[src/rtl/dfi_data_sched_pkg.sv]
// Shared sizing constants and types for the DFI data-timing stage.
package dfi_data_sched_pkg;

  localparam int DATA_WIDTH    = 128;
  localparam int MASK_WIDTH    = 16;
  localparam int ID_WIDTH      = 4;
  localparam int BURST_CYCLES  = 4;
  localparam int MAX_LAT       = 16;
  localparam int RD_FIFO_DEPTH = 8;

  localparam int LAT_W   = $clog2(MAX_LAT) + 1;
  localparam int BEAT_W  = $clog2(BURST_CYCLES);
  localparam int FIFO_AW = $clog2(RD_FIFO_DEPTH);

  typedef logic [ID_WIDTH-1:0] id_t;
  typedef logic [BEAT_W-1:0]   beat_t;

  typedef struct packed {
    logic valid;
    id_t  id;
  } lat_entry_t;

  typedef enum logic {IDLE, BURST} eng_state_e;

  localparam beat_t LAST_BEAT = beat_t'(BURST_CYCLES - 1);

endpackage

[src/rtl/dfi_data_sched_if.sv]
// Command, write-buffer, DFI data and read-response signals of the data-timing stage.
interface dfi_data_sched_if;
  import dfi_data_sched_pkg::*;

  logic [LAT_W-1:0]      cfg_wr_lat;
  logic [LAT_W-1:0]      cfg_rd_lat;
  logic                  wr_cmd_valid;
  id_t                   wr_cmd_id;
  logic                  rd_cmd_valid;
  id_t                   rd_cmd_id;
  logic                  wbuf_req;
  id_t                   wbuf_id;
  beat_t                 wbuf_beat;
  logic [DATA_WIDTH-1:0] wbuf_data;
  logic [MASK_WIDTH-1:0] wbuf_mask;
  logic                  dfi_wrdata_en;
  logic [DATA_WIDTH-1:0] dfi_wrdata;
  logic [MASK_WIDTH-1:0] dfi_wrdata_mask;
  logic                  dfi_rddata_en;
  logic                  dfi_rddata_valid;
  logic [DATA_WIDTH-1:0] dfi_rddata;
  logic                  rd_rsp_valid;
  id_t                   rd_rsp_id;
  logic                  rd_rsp_last;
  logic [DATA_WIDTH-1:0] rd_rsp_data;
  logic                  err_wr_overlap;
  logic                  err_rd_overlap;
  logic                  err_rd_overflow;
  logic                  err_rd_unexpected;

  modport slave (
    input  cfg_wr_lat, cfg_rd_lat, wr_cmd_valid, wr_cmd_id, rd_cmd_valid, rd_cmd_id,
           wbuf_data, wbuf_mask, dfi_rddata_valid, dfi_rddata,
    output wbuf_req, wbuf_id, wbuf_beat, dfi_wrdata_en, dfi_wrdata, dfi_wrdata_mask,
           dfi_rddata_en, rd_rsp_valid, rd_rsp_id, rd_rsp_last, rd_rsp_data,
           err_wr_overlap, err_rd_overlap, err_rd_overflow, err_rd_unexpected
  );

  modport master (
    output cfg_wr_lat, cfg_rd_lat, wr_cmd_valid, wr_cmd_id, rd_cmd_valid, rd_cmd_id,
           wbuf_data, wbuf_mask, dfi_rddata_valid, dfi_rddata,
    input  wbuf_req, wbuf_id, wbuf_beat, dfi_wrdata_en, dfi_wrdata, dfi_wrdata_mask,
           dfi_rddata_en, rd_rsp_valid, rd_rsp_id, rd_rsp_last, rd_rsp_data,
           err_wr_overlap, err_rd_overlap, err_rd_overflow, err_rd_unexpected
  );

endinterface

[src/rtl/dfi_data_sched_lat_delay_line.sv]
// Command shift line with a programmable tap: tap shows din delayed by lat-1 cycles,
// so an engine registering the tap raises its enable exactly lat cycles after the command.
module dfi_lat_delay_line
  import dfi_data_sched_pkg::*;
(
  input  logic             clk,
  input  logic             rst_n,
  input  lat_entry_t       din,
  input  logic [LAT_W-1:0] lat,
  output lat_entry_t       tap
);

  // line_q[k] holds din delayed by k+1 cycles
  lat_entry_t line_q [MAX_LAT-1];
  lat_entry_t line_d [MAX_LAT-1];

  always_comb begin
    line_d[0] = din;
    for (int k = 1; k < MAX_LAT - 1; k++) line_d[k] = line_q[k-1];
  end

  always_ff @(posedge clk) begin
    if (!rst_n) begin
      for (int k = 0; k < MAX_LAT - 1; k++) line_q[k] <= '0;
    end else begin
      for (int k = 0; k < MAX_LAT - 1; k++) line_q[k] <= line_d[k];
    end
  end

  always_comb begin
    tap = din;
    for (int k = 0; k < MAX_LAT - 1; k++) begin
      if (lat == LAT_W'(k + 2)) tap = line_q[k];
    end
  end

endmodule

[src/rtl/dfi_data_sched.sv]
// DFI data-timing stage: times wrdata_en/rddata_en bursts from command issue,
// fetches write beats from the write buffer and tags returned read beats.
//   state | meaning
//   IDLE  | no burst on this data enable
//   BURST | enable high, beat counter walking 0..BURST_CYCLES-1
module dfi_data_sched
  import dfi_data_sched_pkg::*;
(
  input logic             clk,
  input logic             rst_n,
  dfi_data_sched_if.slave bus
);

  localparam logic [FIFO_AW:0] CNT_ONE  = (FIFO_AW + 1)'(1);
  localparam logic [FIFO_AW:0] CNT_FULL = (FIFO_AW + 1)'(RD_FIFO_DEPTH);

  lat_entry_t wr_in, rd_in, wr_tap, rd_tap;

  assign wr_in = {bus.wr_cmd_valid, bus.wr_cmd_id};
  assign rd_in = {bus.rd_cmd_valid, bus.rd_cmd_id};

  dfi_lat_delay_line u_wr_line (.clk(clk), .rst_n(rst_n), .din(wr_in), .lat(bus.cfg_wr_lat), .tap(wr_tap));
  dfi_lat_delay_line u_rd_line (.clk(clk), .rst_n(rst_n), .din(rd_in), .lat(bus.cfg_rd_lat), .tap(rd_tap));

  // Read bursts are untagged on the DFI side; the tag travels through the ID FIFO.
  logic unused_rd_tap_id;
  assign unused_rd_tap_id = ^rd_tap.id;

  eng_state_e wr_state_q, rd_state_q;
  beat_t      wr_beat_q, rd_beat_q;
  id_t        wr_id_q;
  logic       err_wr_overlap_q, err_rd_overlap_q;

  // A tap hit always starts a fresh burst; hitting mid-burst is flagged but still wins.
  always_ff @(posedge clk) begin
    if (!rst_n) begin
      wr_state_q       <= IDLE;
      wr_beat_q        <= '0;
      wr_id_q          <= '0;
      err_wr_overlap_q <= 1'b0;
    end else begin
      err_wr_overlap_q <= wr_tap.valid && (wr_state_q == BURST) && (wr_beat_q != LAST_BEAT);
      if (wr_tap.valid) begin
        wr_state_q <= BURST;
        wr_beat_q  <= '0;
        wr_id_q    <= wr_tap.id;
      end else if (wr_state_q == BURST) begin
        if (wr_beat_q == LAST_BEAT) begin
          wr_state_q <= IDLE;
          wr_beat_q  <= '0;
        end else begin
          wr_beat_q <= wr_beat_q + beat_t'(1);
        end
      end
    end
  end

  always_ff @(posedge clk) begin
    if (!rst_n) begin
      rd_state_q       <= IDLE;
      rd_beat_q        <= '0;
      err_rd_overlap_q <= 1'b0;
    end else begin
      err_rd_overlap_q <= rd_tap.valid && (rd_state_q == BURST) && (rd_beat_q != LAST_BEAT);
      if (rd_tap.valid) begin
        rd_state_q <= BURST;
        rd_beat_q  <= '0;
      end else if (rd_state_q == BURST) begin
        if (rd_beat_q == LAST_BEAT) begin
          rd_state_q <= IDLE;
          rd_beat_q  <= '0;
        end else begin
          rd_beat_q <= rd_beat_q + beat_t'(1);
        end
      end
    end
  end

  id_t                   fifo_q [RD_FIFO_DEPTH];
  logic [FIFO_AW-1:0]    wr_ptr_q, wr_ptr_d, rd_ptr_q, rd_ptr_d;
  logic [FIFO_AW:0]      count_q, count_d;
  beat_t                 rx_beat_q, rx_beat_d;
  logic                  rsp_valid_q, rsp_valid_d, rsp_last_q, rsp_last_d;
  id_t                   rsp_id_q, rsp_id_d;
  logic [DATA_WIDTH-1:0] rsp_data_q, rsp_data_d;
  logic                  err_ovf_q, err_ovf_d, err_unexp_q, err_unexp_d;
  logic                  fifo_empty, fifo_full, beat_ok, push, pop;

  // A full FIFO still accepts a push when the final beat frees a slot in the same cycle.
  always_comb begin
    fifo_empty  = (count_q == '0);
    fifo_full   = (count_q == CNT_FULL);
    beat_ok     = bus.dfi_rddata_valid && !fifo_empty;
    pop         = beat_ok && (rx_beat_q == LAST_BEAT);
    push        = bus.rd_cmd_valid && (!fifo_full || pop);
    wr_ptr_d    = push ? wr_ptr_q + FIFO_AW'(1) : wr_ptr_q;
    rd_ptr_d    = pop ? rd_ptr_q + FIFO_AW'(1) : rd_ptr_q;
    count_d     = count_q;
    if (push && !pop) count_d = count_q + CNT_ONE;
    else if (pop && !push) count_d = count_q - CNT_ONE;
    rx_beat_d   = beat_ok ? rx_beat_q + beat_t'(1) : rx_beat_q;
    rsp_valid_d = beat_ok;
    rsp_last_d  = pop;
    rsp_id_d    = beat_ok ? fifo_q[rd_ptr_q] : rsp_id_q;
    rsp_data_d  = beat_ok ? bus.dfi_rddata : rsp_data_q;
    err_ovf_d   = bus.rd_cmd_valid && fifo_full && !pop;
    err_unexp_d = bus.dfi_rddata_valid && fifo_empty;
  end

  always_ff @(posedge clk) begin
    if (push) fifo_q[wr_ptr_q] <= bus.rd_cmd_id;
  end

  always_ff @(posedge clk) begin
    if (!rst_n) begin
      wr_ptr_q    <= '0;
      rd_ptr_q    <= '0;
      count_q     <= '0;
      rx_beat_q   <= '0;
      rsp_valid_q <= 1'b0;
      rsp_last_q  <= 1'b0;
      rsp_id_q    <= '0;
      rsp_data_q  <= '0;
      err_ovf_q   <= 1'b0;
      err_unexp_q <= 1'b0;
    end else begin
      wr_ptr_q    <= wr_ptr_d;
      rd_ptr_q    <= rd_ptr_d;
      count_q     <= count_d;
      rx_beat_q   <= rx_beat_d;
      rsp_valid_q <= rsp_valid_d;
      rsp_last_q  <= rsp_last_d;
      rsp_id_q    <= rsp_id_d;
      rsp_data_q  <= rsp_data_d;
      err_ovf_q   <= err_ovf_d;
      err_unexp_q <= err_unexp_d;
    end
  end

  assign bus.wbuf_req          = (wr_state_q == BURST);
  assign bus.wbuf_id           = wr_id_q;
  assign bus.wbuf_beat         = wr_beat_q;
  assign bus.dfi_wrdata_en     = (wr_state_q == BURST);
  assign bus.dfi_wrdata        = bus.wbuf_data;
  assign bus.dfi_wrdata_mask   = bus.wbuf_mask;
  assign bus.dfi_rddata_en     = (rd_state_q == BURST);
  assign bus.rd_rsp_valid      = rsp_valid_q;
  assign bus.rd_rsp_id         = rsp_id_q;
  assign bus.rd_rsp_last       = rsp_last_q;
  assign bus.rd_rsp_data       = rsp_data_q;
  assign bus.err_wr_overlap    = err_wr_overlap_q;
  assign bus.err_rd_overlap    = err_rd_overlap_q;
  assign bus.err_rd_overflow   = err_ovf_q;
  assign bus.err_rd_unexpected = err_unexp_q;

endmodule

[src/flat_wrapper.sv]
// flat-port wrapper written by rule: the top's interface ports become plain ports
module dfi_data_sched_flat import dfi_data_sched_pkg::*;
  (clk, rst_n, bus_cfg_wr_lat, bus_cfg_rd_lat, bus_wr_cmd_valid, bus_wr_cmd_id, bus_rd_cmd_valid, bus_rd_cmd_id, bus_wbuf_data, bus_wbuf_mask, bus_dfi_rddata_valid, bus_dfi_rddata, bus_wbuf_req, bus_wbuf_id, bus_wbuf_beat, bus_dfi_wrdata_en, bus_dfi_wrdata, bus_dfi_wrdata_mask, bus_dfi_rddata_en, bus_rd_rsp_valid, bus_rd_rsp_id, bus_rd_rsp_last, bus_rd_rsp_data, bus_err_wr_overlap, bus_err_rd_overlap, bus_err_rd_overflow, bus_err_rd_unexpected);
  dfi_data_sched_if bus_i ();
  input logic clk;
  input logic rst_n;
  input wire logic [$bits(bus_i.cfg_wr_lat)-1:0] bus_cfg_wr_lat;
  input wire logic [$bits(bus_i.cfg_rd_lat)-1:0] bus_cfg_rd_lat;
  input wire logic [$bits(bus_i.wr_cmd_valid)-1:0] bus_wr_cmd_valid;
  input wire logic [$bits(bus_i.wr_cmd_id)-1:0] bus_wr_cmd_id;
  input wire logic [$bits(bus_i.rd_cmd_valid)-1:0] bus_rd_cmd_valid;
  input wire logic [$bits(bus_i.rd_cmd_id)-1:0] bus_rd_cmd_id;
  input wire logic [$bits(bus_i.wbuf_data)-1:0] bus_wbuf_data;
  input wire logic [$bits(bus_i.wbuf_mask)-1:0] bus_wbuf_mask;
  input wire logic [$bits(bus_i.dfi_rddata_valid)-1:0] bus_dfi_rddata_valid;
  input wire logic [$bits(bus_i.dfi_rddata)-1:0] bus_dfi_rddata;
  output wire logic [$bits(bus_i.wbuf_req)-1:0] bus_wbuf_req;
  output wire logic [$bits(bus_i.wbuf_id)-1:0] bus_wbuf_id;
  output wire logic [$bits(bus_i.wbuf_beat)-1:0] bus_wbuf_beat;
  output wire logic [$bits(bus_i.dfi_wrdata_en)-1:0] bus_dfi_wrdata_en;
  output wire logic [$bits(bus_i.dfi_wrdata)-1:0] bus_dfi_wrdata;
  output wire logic [$bits(bus_i.dfi_wrdata_mask)-1:0] bus_dfi_wrdata_mask;
  output wire logic [$bits(bus_i.dfi_rddata_en)-1:0] bus_dfi_rddata_en;
  output wire logic [$bits(bus_i.rd_rsp_valid)-1:0] bus_rd_rsp_valid;
  output wire logic [$bits(bus_i.rd_rsp_id)-1:0] bus_rd_rsp_id;
  output wire logic [$bits(bus_i.rd_rsp_last)-1:0] bus_rd_rsp_last;
  output wire logic [$bits(bus_i.rd_rsp_data)-1:0] bus_rd_rsp_data;
  output wire logic [$bits(bus_i.err_wr_overlap)-1:0] bus_err_wr_overlap;
  output wire logic [$bits(bus_i.err_rd_overlap)-1:0] bus_err_rd_overlap;
  output wire logic [$bits(bus_i.err_rd_overflow)-1:0] bus_err_rd_overflow;
  output wire logic [$bits(bus_i.err_rd_unexpected)-1:0] bus_err_rd_unexpected;
  assign bus_i.cfg_wr_lat = bus_cfg_wr_lat;
  assign bus_i.cfg_rd_lat = bus_cfg_rd_lat;
  assign bus_i.wr_cmd_valid = bus_wr_cmd_valid;
  assign bus_i.wr_cmd_id = bus_wr_cmd_id;
  assign bus_i.rd_cmd_valid = bus_rd_cmd_valid;
  assign bus_i.rd_cmd_id = bus_rd_cmd_id;
  assign bus_i.wbuf_data = bus_wbuf_data;
  assign bus_i.wbuf_mask = bus_wbuf_mask;
  assign bus_i.dfi_rddata_valid = bus_dfi_rddata_valid;
  assign bus_i.dfi_rddata = bus_dfi_rddata;
  assign bus_wbuf_req = bus_i.wbuf_req;
  assign bus_wbuf_id = bus_i.wbuf_id;
  assign bus_wbuf_beat = bus_i.wbuf_beat;
  assign bus_dfi_wrdata_en = bus_i.dfi_wrdata_en;
  assign bus_dfi_wrdata = bus_i.dfi_wrdata;
  assign bus_dfi_wrdata_mask = bus_i.dfi_wrdata_mask;
  assign bus_dfi_rddata_en = bus_i.dfi_rddata_en;
  assign bus_rd_rsp_valid = bus_i.rd_rsp_valid;
  assign bus_rd_rsp_id = bus_i.rd_rsp_id;
  assign bus_rd_rsp_last = bus_i.rd_rsp_last;
  assign bus_rd_rsp_data = bus_i.rd_rsp_data;
  assign bus_err_wr_overlap = bus_i.err_wr_overlap;
  assign bus_err_rd_overlap = bus_i.err_rd_overlap;
  assign bus_err_rd_overflow = bus_i.err_rd_overflow;
  assign bus_err_rd_unexpected = bus_i.err_rd_unexpected;
  dfi_data_sched u_core (.clk(clk), .rst_n(rst_n), .bus(bus_i));
endmodule
[config.mk]
export PLATFORM = sky130hd
export DESIGN_NAME = dfi_data_sched_flat
export DESIGN_NICKNAME = d
export VERILOG_FILES = /design/src/rtl/dfi_data_sched_pkg.sv /design/src/rtl/dfi_data_sched_if.sv /design/src/rtl/dfi_data_sched_lat_delay_line.sv /design/src/rtl/dfi_data_sched.sv /design/src/flat_wrapper.sv
export SDC_FILE = /design/constraint.sdc
export NUM_CORES = 1
export LEC_CHECK = 0
export BUFFER_PORTS_ARGS = -buffer_cell sky130_fd_sc_hd__buf_2
export CORE_AREA = 2 2 227 229
export DETAILED_ROUTE_END_ITERATION = 8
export DIE_AREA = 0 0 229 231
export PLACE_DENSITY = 0.51
export RECOVER_POWER = 50
export SYNTH_ARGS = -nofsm -noshare
export SYNTH_HDL_FRONTEND = slang
export SYNTH_SLANG_ARGS = --single-unit
[constraint.sdc]
create_clock -name clk -period 3.4 [get_ports clk]
set_input_delay 0.17 -clock clk [delete_from_list [all_inputs] [get_ports clk]]
set_output_delay 0.17 -clock clk [all_outputs]
set_load 0.005 [all_outputs]
# ---- Word-level counts from Yosys, hierarchy flattened
# Memories as Yosys holds them, arrays and structs flattened. A register that Yosys moved wholly into a read port is not among the register bits.
# Cells that the tools add are included.
dict set report word_totals {
  reg_bits 156
  latch_bits 0
  out_inout_bits 291
  rom_bits 0
  input_bits 295
  ramBits 182
  mem_count 3
  word_cells 189
}
dict set report op_classes {
  n_div 0
  n_mux 74
  multipliers 0
  n_shift 0
  n_reduce_logical 22
  eq_ne 36
  order_cmp 0
  bitwise 31
  addsub 7
}
# memory words width read_ports rd_clocked_by_memory_dff wr line_no
set memory_table {}
lappend memory_table {u_core.u_rd_line.line_q 15 5 15 0 15 dfi_data_sched_lat_delay_line.sv:14} ;# lat_entry_t line_q [MAX_LAT-1];
lappend memory_table {u_core.u_wr_line.line_q 15 5 15 0 15 dfi_data_sched_lat_delay_line.sv:14}
lappend memory_table {u_core.fifo_q 8 4 1 1 1 dfi_data_sched.sv:79} ;# id_t fifo_q [RD_FIFO_DEPTH];
# op count
set op_table {}
lappend op_table {{5-bit 2-to-1 mux} 60}
lappend op_table {{5-bit by 4-bit equality test with 1-bit output, second input constant} 16}
lappend op_table {{5-bit by 3-bit equality test with 1-bit output, second input constant} 8}
lappend op_table {{1-bit bitwise OR} 30}
lappend op_table {{5-bit by 2-bit equality test with 1-bit output, second input constant} 4}
lappend op_table {{1-bit logical AND} 12}
lappend op_table {{5-bit equality test, second input constant} 2}
lappend op_table {{1-bit 2-to-1 mux} 10}
lappend op_table {{4-bit 2-to-1 mux} 2}
lappend op_table {{2-bit by 1-bit adder with 2-bit output, second input constant} 3}
lappend op_table {{3-bit by 1-bit adder with 3-bit output, second input constant} 2}
lappend op_table {{2-bit equality test, second input constant} 3}
lappend op_table {{1-bit zero test} 5}
lappend op_table {{4-bit by 1-bit adder with 4-bit output, second input constant} 1}
lappend op_table {{4-bit equality test, second input constant} 1}
lappend op_table {{4-bit zero test} 1}
lappend op_table {{2-bit 2-to-1 mux} 2}
lappend op_table {{2-bit inequality test, second input constant} 2}
lappend op_table {{2-bit OR reduction} 2}
lappend op_table {{4-bit by 1-bit subtractor with 4-bit output, second input constant} 1}
lappend op_table {{2-bit nonzero test} 1}
lappend op_table {{1-bit logical OR} 1}
lappend op_table {{1-bit inverter} 1}

# ---- Longest topological paths before layout
dict set report depth {
  ltp_word 18
  ltp_mapped 13
  mapped_depth_nobuf 13
}

# ---- By module
# Synthesis repeated with hierarchy kept, for this count alone.
dict set report hier_totals {
  cells_unflattened 1545
  area_unflattened_um2 14505.2
}
# module area_per_inst_um2 cells_each n_inst
set modules_own_cells {}
lappend modules_own_cells {dfi_data_sched 8410.6 894 1}
lappend modules_own_cells {{dfi_lat_delay_line (u_core.u_wr_line)} 3065.4 329 1}
lappend modules_own_cells {{dfi_lat_delay_line (u_core.u_rd_line)} 3029.2 322 1}

# ---- Worst setup path before layout
# OpenSTA, ideal clock, no wires.
dict set report synth_path {
  path_kind {register to register}
  from {register u_core.count_q[0]}
  to {register u_core.count_q[3]}
  setup_slack_ns 0.942
  arrival_ns 2.382
  n_path_buf 0
  setup_time_ns 0.076
  path_stages_with_launch 13
  path_cell_list {dfxtp_1 -> nor3_1 -> nand2b_1 -> and2_0 -> nand2_1 -> ha_1 -> inv_1 -> ha_1 -> a21o_1 -> a21oi_1 -> xnor2_1 -> or3_1 -> a21boi_0}
}
dict set report synth_via {
  elab_chain_len 9
  elab_cells_between_ends 17
}
# item line_no
set synth_lines {}
lappend synth_lines {{start: declaration} dfi_data_sched.sv:81} ;# logic [FIFO_AW:0] count_q, count_d;
lappend synth_lines {{start signal: assignment} dfi_data_sched.sv:129} ;# count_q <= count_d;
lappend synth_lines {{4-bit zero test} dfi_data_sched.sv:91} ;# fifo_empty = (count_q == '0);
lappend synth_lines {{1-bit zero test} dfi_data_sched.sv:93} ;# beat_ok = bus.dfi_rddata_valid && !fifo_empty;
lappend synth_lines {{1-bit logical AND} dfi_data_sched.sv:93}
lappend synth_lines {{1-bit logical AND} dfi_data_sched.sv:94} ;# pop = beat_ok && (rx_beat_q == LAST_BEAT);
lappend synth_lines {{1-bit logical OR} dfi_data_sched.sv:95} ;# push = bus.rd_cmd_valid && (!fifo_full || pop);
lappend synth_lines {{1-bit logical AND} dfi_data_sched.sv:95}
lappend synth_lines {{1-bit zero test} dfi_data_sched.sv:100} ;# else if (pop && !push) count_d = count_q - CNT_ONE;
lappend synth_lines {{1-bit logical AND} dfi_data_sched.sv:100}
lappend synth_lines {{2-bit nonzero test (no line)} -}
# Several ways; a longest one is shown, not always the timed one. The select of a mux whose other input is x is not followed.
# A chain may end at the register's enable or synchronous reset.

# ---- Worst setup path in the final report
dict set report layout_path {
  from {register u_core.rx_beat_q[0]}
  to {register u_core.count_q[3]}
}
dict set report layout_via {
  elab_chain_len 7
  elab_cells_between_ends 10
}
# item line_no
set layout_lines {}
lappend layout_lines {{start: declaration} dfi_data_sched.sv:82} ;# beat_t rx_beat_q, rx_beat_d;
lappend layout_lines {{start signal: assignment} dfi_data_sched.sv:130} ;# rx_beat_q <= rx_beat_d;
lappend layout_lines {{2-bit equality test (*)} dfi_data_sched.sv:94}
lappend layout_lines {{1-bit logical AND (*)} dfi_data_sched.sv:94}
lappend layout_lines {{1-bit logical OR (*)} dfi_data_sched.sv:95}
lappend layout_lines {{1-bit logical AND (*)} dfi_data_sched.sv:95}
lappend layout_lines {{named net u_core.push} dfi_data_sched.sv:87} ;# logic fifo_empty, fifo_full, beat_ok, push, pop;
lappend layout_lines {{1-bit zero test} dfi_data_sched.sv:100}
lappend layout_lines {{1-bit logical AND} dfi_data_sched.sv:100}
lappend layout_lines {{2-bit nonzero test (no line)} -}
# The timed path passes the listed nets; every way through them passes the cells marked *.

==> impl_metrics.tcl <==
set metrics [dict create \
    period_share_pct 80.4 \
    ios 586 \
    gp_congestion 0.777 \
    place_inst 2050 \
    async_reset_ff_share_pct 0 \
    syn-cell-area_um2 12200 \
    wirelength_mm 34.0 \
    port_buffers 297 \
    status "finished, final reports clean" \
    drt_iter0_drc 347 \
    drv_cap 0 \
    die_w_um 229 \
    row_count 83 \
    cts.sinks 282 \
    hold_viol 0 \
    numCtsBuffers 36 \
    p_leak_nw 6.39 \
    syn_avg_cell_area_um2 9.49 \
    antenna_found_initial 1 \
    start_kind "flop" \
    grt-ovfl-total 0 \
    chipHeight_um 231 \
    crit_required_ns 3.86 \
    cts_tree "built" \
    max_freq_mhz 366 \
    root_buffer "clkbuf_16" \
    grt_pass1_wl_mm 54.1 \
    min_period_ns 2.73 \
    slew_violations 0 \
    dp_hpwl_mm 22.7 \
    avgViaCountPerCell 4.26 \
    slew_headroom_pct 13.2 \
    core_area_um2 50700 \
    drc_errors 0 \
    drt.antenna.violating_nets 0 \
    synth_edf_count 32 \
    instances_no_fill 2254 \
    critPathKind "flop to flop" \
    clk_transition_reported_paths_ns 0.05 \
    grt_pass1_vias 10000 \
    yosys_warnings 0 \
    postSynthCellCount 1287 \
    rsz0062_at_grt "no" \
    wire_per_inst_um 15.1 \
    p_per_area_nw_per_um2 596 \
    h-tree-depth 2 \
    yosys_register_bits 282 \
    dominantRegCellSynth "dfxtp_1" \
    endpoint_kind "flop" \
    clk_path_buf_depth 3 \
    cts_setup_buffers 0 \
    num_antenna_cells 0 \
    vias 9610 \
    grt_max_degree 113 \
    fin_tns_setup_ns 0 \
    first_pass_iters 4 \
    yosysSeqAreaShare_pct 48.9 \
    vdd_drop_max_mv 0.326 \
    synth_fp_nets 1591 \
    crit_fanout 6 \
    tightest_slew_ns 1.30 \
    die_area_um2 52900 \
    skew_ns 0.0170 \
    synth.distinct_cells 64 \
    crit_arrival_ns 3.19 \
    grt.total_usage_pct 12.7 \
    min_path_type "input pin to output port" \
    layout-drive-gt1-share_pct 23.9 \
    insertion_delay_ns 0.53 \
    nNetsFinal 1851 \
    start_util_pct 24.1 \
    setup-violations-final 0 \
    area.growth.synth_to_final_pct 29.2 \
]
==> sequential cells by signal (all words and copies together) (netlist names), 2 cells and up <==
name,cells
u_core.u_wr_line.line_q,75
u_core.bus.wbuf_beat,2
u_core.wr_ptr_q,3
u_core.bus.rd_rsp_data,128
u_core.bus.wbuf_id,4
u_core.rd_beat_q,2
u_core.count_q,4
u_core.rx_beat_q,2
u_core.u_rd_line.line_q,15
u_core.fifo_q,32
u_core.rd_ptr_q,3
u_core.bus.rd_rsp_id,4
==> critical path, cell delays in order (launching register included) <==
cell	delay (ns)
dfxtp_1	0.34
ha_1	0.25
nand2_1	0.07
nand3_1	0.11
nand2_1	0.17
inv_1	0.19
ha_1	0.22
inv_1	0.11
ha_1	0.31
a21o_1	0.18
a21oi_1	0.17
xnor2_1	0.09
or3_1	0.30
a21boi_0	0.15
==> per-stage QoR <==
step	setup slack [ns]	area (um^2)	power [mW]	hold WS, ns	util, %
after floorplan	0.942	12200	5.02	0.269	-
after global placement	0.692	13200	5.61	0.340	26.1
after detailed placement	0.664	13200	5.64	0.340	26.1
after CTS	0.657	15800	9.61	0.0721	31.2
after global routing	0.413	15800	9.97	0.340	31.1
final	0.666	15800	9.41	0.340	31.1
==> power by group <==
| group | internal, mW | leakage [nW] | switching [mW] |
|---|---|---|---|
| Sequential | 3.72 | 2.33 | 0.184 |
| Combinational | 0.743 | 3.49 | 1.02 |
| Clock | 2.27 | 0.567 | 1.48 |
==> Yosys cell counts, types with 15 or more instances <==
cell type / count / area share, %
nand2_1: 291 / 8.9
dfxtp_1: 250 / 41
a21boi_0: 133 / 8.2
mux2i_1: 18 / 1.5
nor2_1: 24 / 0.74
and2_1: 100 / 5.1
o21ai_0: 16 / 0.66
nor2b_1: 16 / 0.82
edfxtp_1: 32 / 7.9
buf_4: 149 / 9.2
clkbuf_1: 62 / 1.9
a21oi_1: 15 / 0.61
==> what timing repair did <==
action | 4_1_cts | 5_1_grt
resized for setup | 0 | 0
hold buffers | 139 | 0
endpoints found under the hold margin | 168 | 0
==> path summary, 6_finish.rpt <==
path | startpoint | end | slack (ns) | depth (start not counted)
min | bus_wbuf_data[102] | bus_dfi_wrdata[102] | 0.34 | 0
max | u_core.rx_beat_q[0]$_SDFFE_PN0P_ | u_core.count_q[3]$_SDFFE_PN0P_ | 0.67 | 13
max reg2reg | u_core.rx_beat_q[0]$_SDFFE_PN0P_ | u_core.count_q[3]$_SDFFE_PN0P_ | 0.67 | 13
min reg2reg | u_core.u_wr_line.line_q[1][26]$_SDFF_PN0_ | u_core.u_wr_line.line_q[1][31]$_SDFF_PN0_ | 0.45 | 1
==> layout by cell type (no fill, tap or decap), types with 5 or more instances in the layout <==
cell type | Yosys | routed
nand2_1 | 291 | 290
buf_2 | 12 | 276
dfxtp_1 | 250 | 250
dlygate4sd3_1 | 0 | 139
a21boi_0 | 133 | 133
and2_1 | 100 | 61
and2_0 | 1 | 39
clkbuf_16 | 0 | 38
edfxtp_1 | 32 | 32
clkbuf_1 | 62 | 29
nor2_1 | 24 | 24
mux2i_1 | 18 | 18
nor2b_1 | 16 | 16
o21ai_0 | 16 | 16
a21oi_1 | 15 | 15
mux4_2 | 13 | 13
nor3b_1 | 11 | 11
nor3_1 | 9 | 9
inv_1 | 8 | 8
xnor2_1 | 8 | 8
ha_1 | 8 | 8
buf_4 | 149 | 8
nor4_1 | 7 | 7
nand3_1 | 5 | 5
nand2b_1 | 5 | 5
nor4bb_1 | 5 | 5
o2111ai_1 | 5 | 5
a211oi_1 | 5 | 5
mux2_2 | 5 | 5
a22o_1 | 5 | 5
o21ai_1 | 5 | 5
clkinv_2 | 0 | 5
==> cell families after synthesis <==
kind of cell | after synthesis | synth area share, %
simple gates | 491 | 19.4
compound gates | 227 | 13.9
flops | 282 | 48.9
fa+ha+maj | 9 | 0.984
mux | 36 | 4.33
buf+inv | 234 | 12.0
xor+xnor | 8 | 0.574
==> area by class of cell <==
class	count	area, um^2
fill	5316	34900
sequential	282	5970
multi-input combinational	771	4790
timing repair buffer	448	2960
clock buffer	48	1020
tap	680	851
clock inverter	17	160
inverter	8	30.0
==> routing by layer <==
| layer | routed length (um) | GRT usage (%) | share of wire, % | vias to the layer above |
|---|---|---|---|---|
| li1 | - | - | - | 4677 |
| met1 | 14000 | 14.3 | 41 | 4478 |
| met2 | 15800 | 21.2 | 47 | 358 |
| met3 | 2940 | 4.83 | 8.6 | 95 |
| met4 | 1190 | 5.62 | 3.5 | 2 |
| met5 | 16 | 0.184 | 0.047 | - |
No activity file was read; power rests on OpenSTA's default activity.
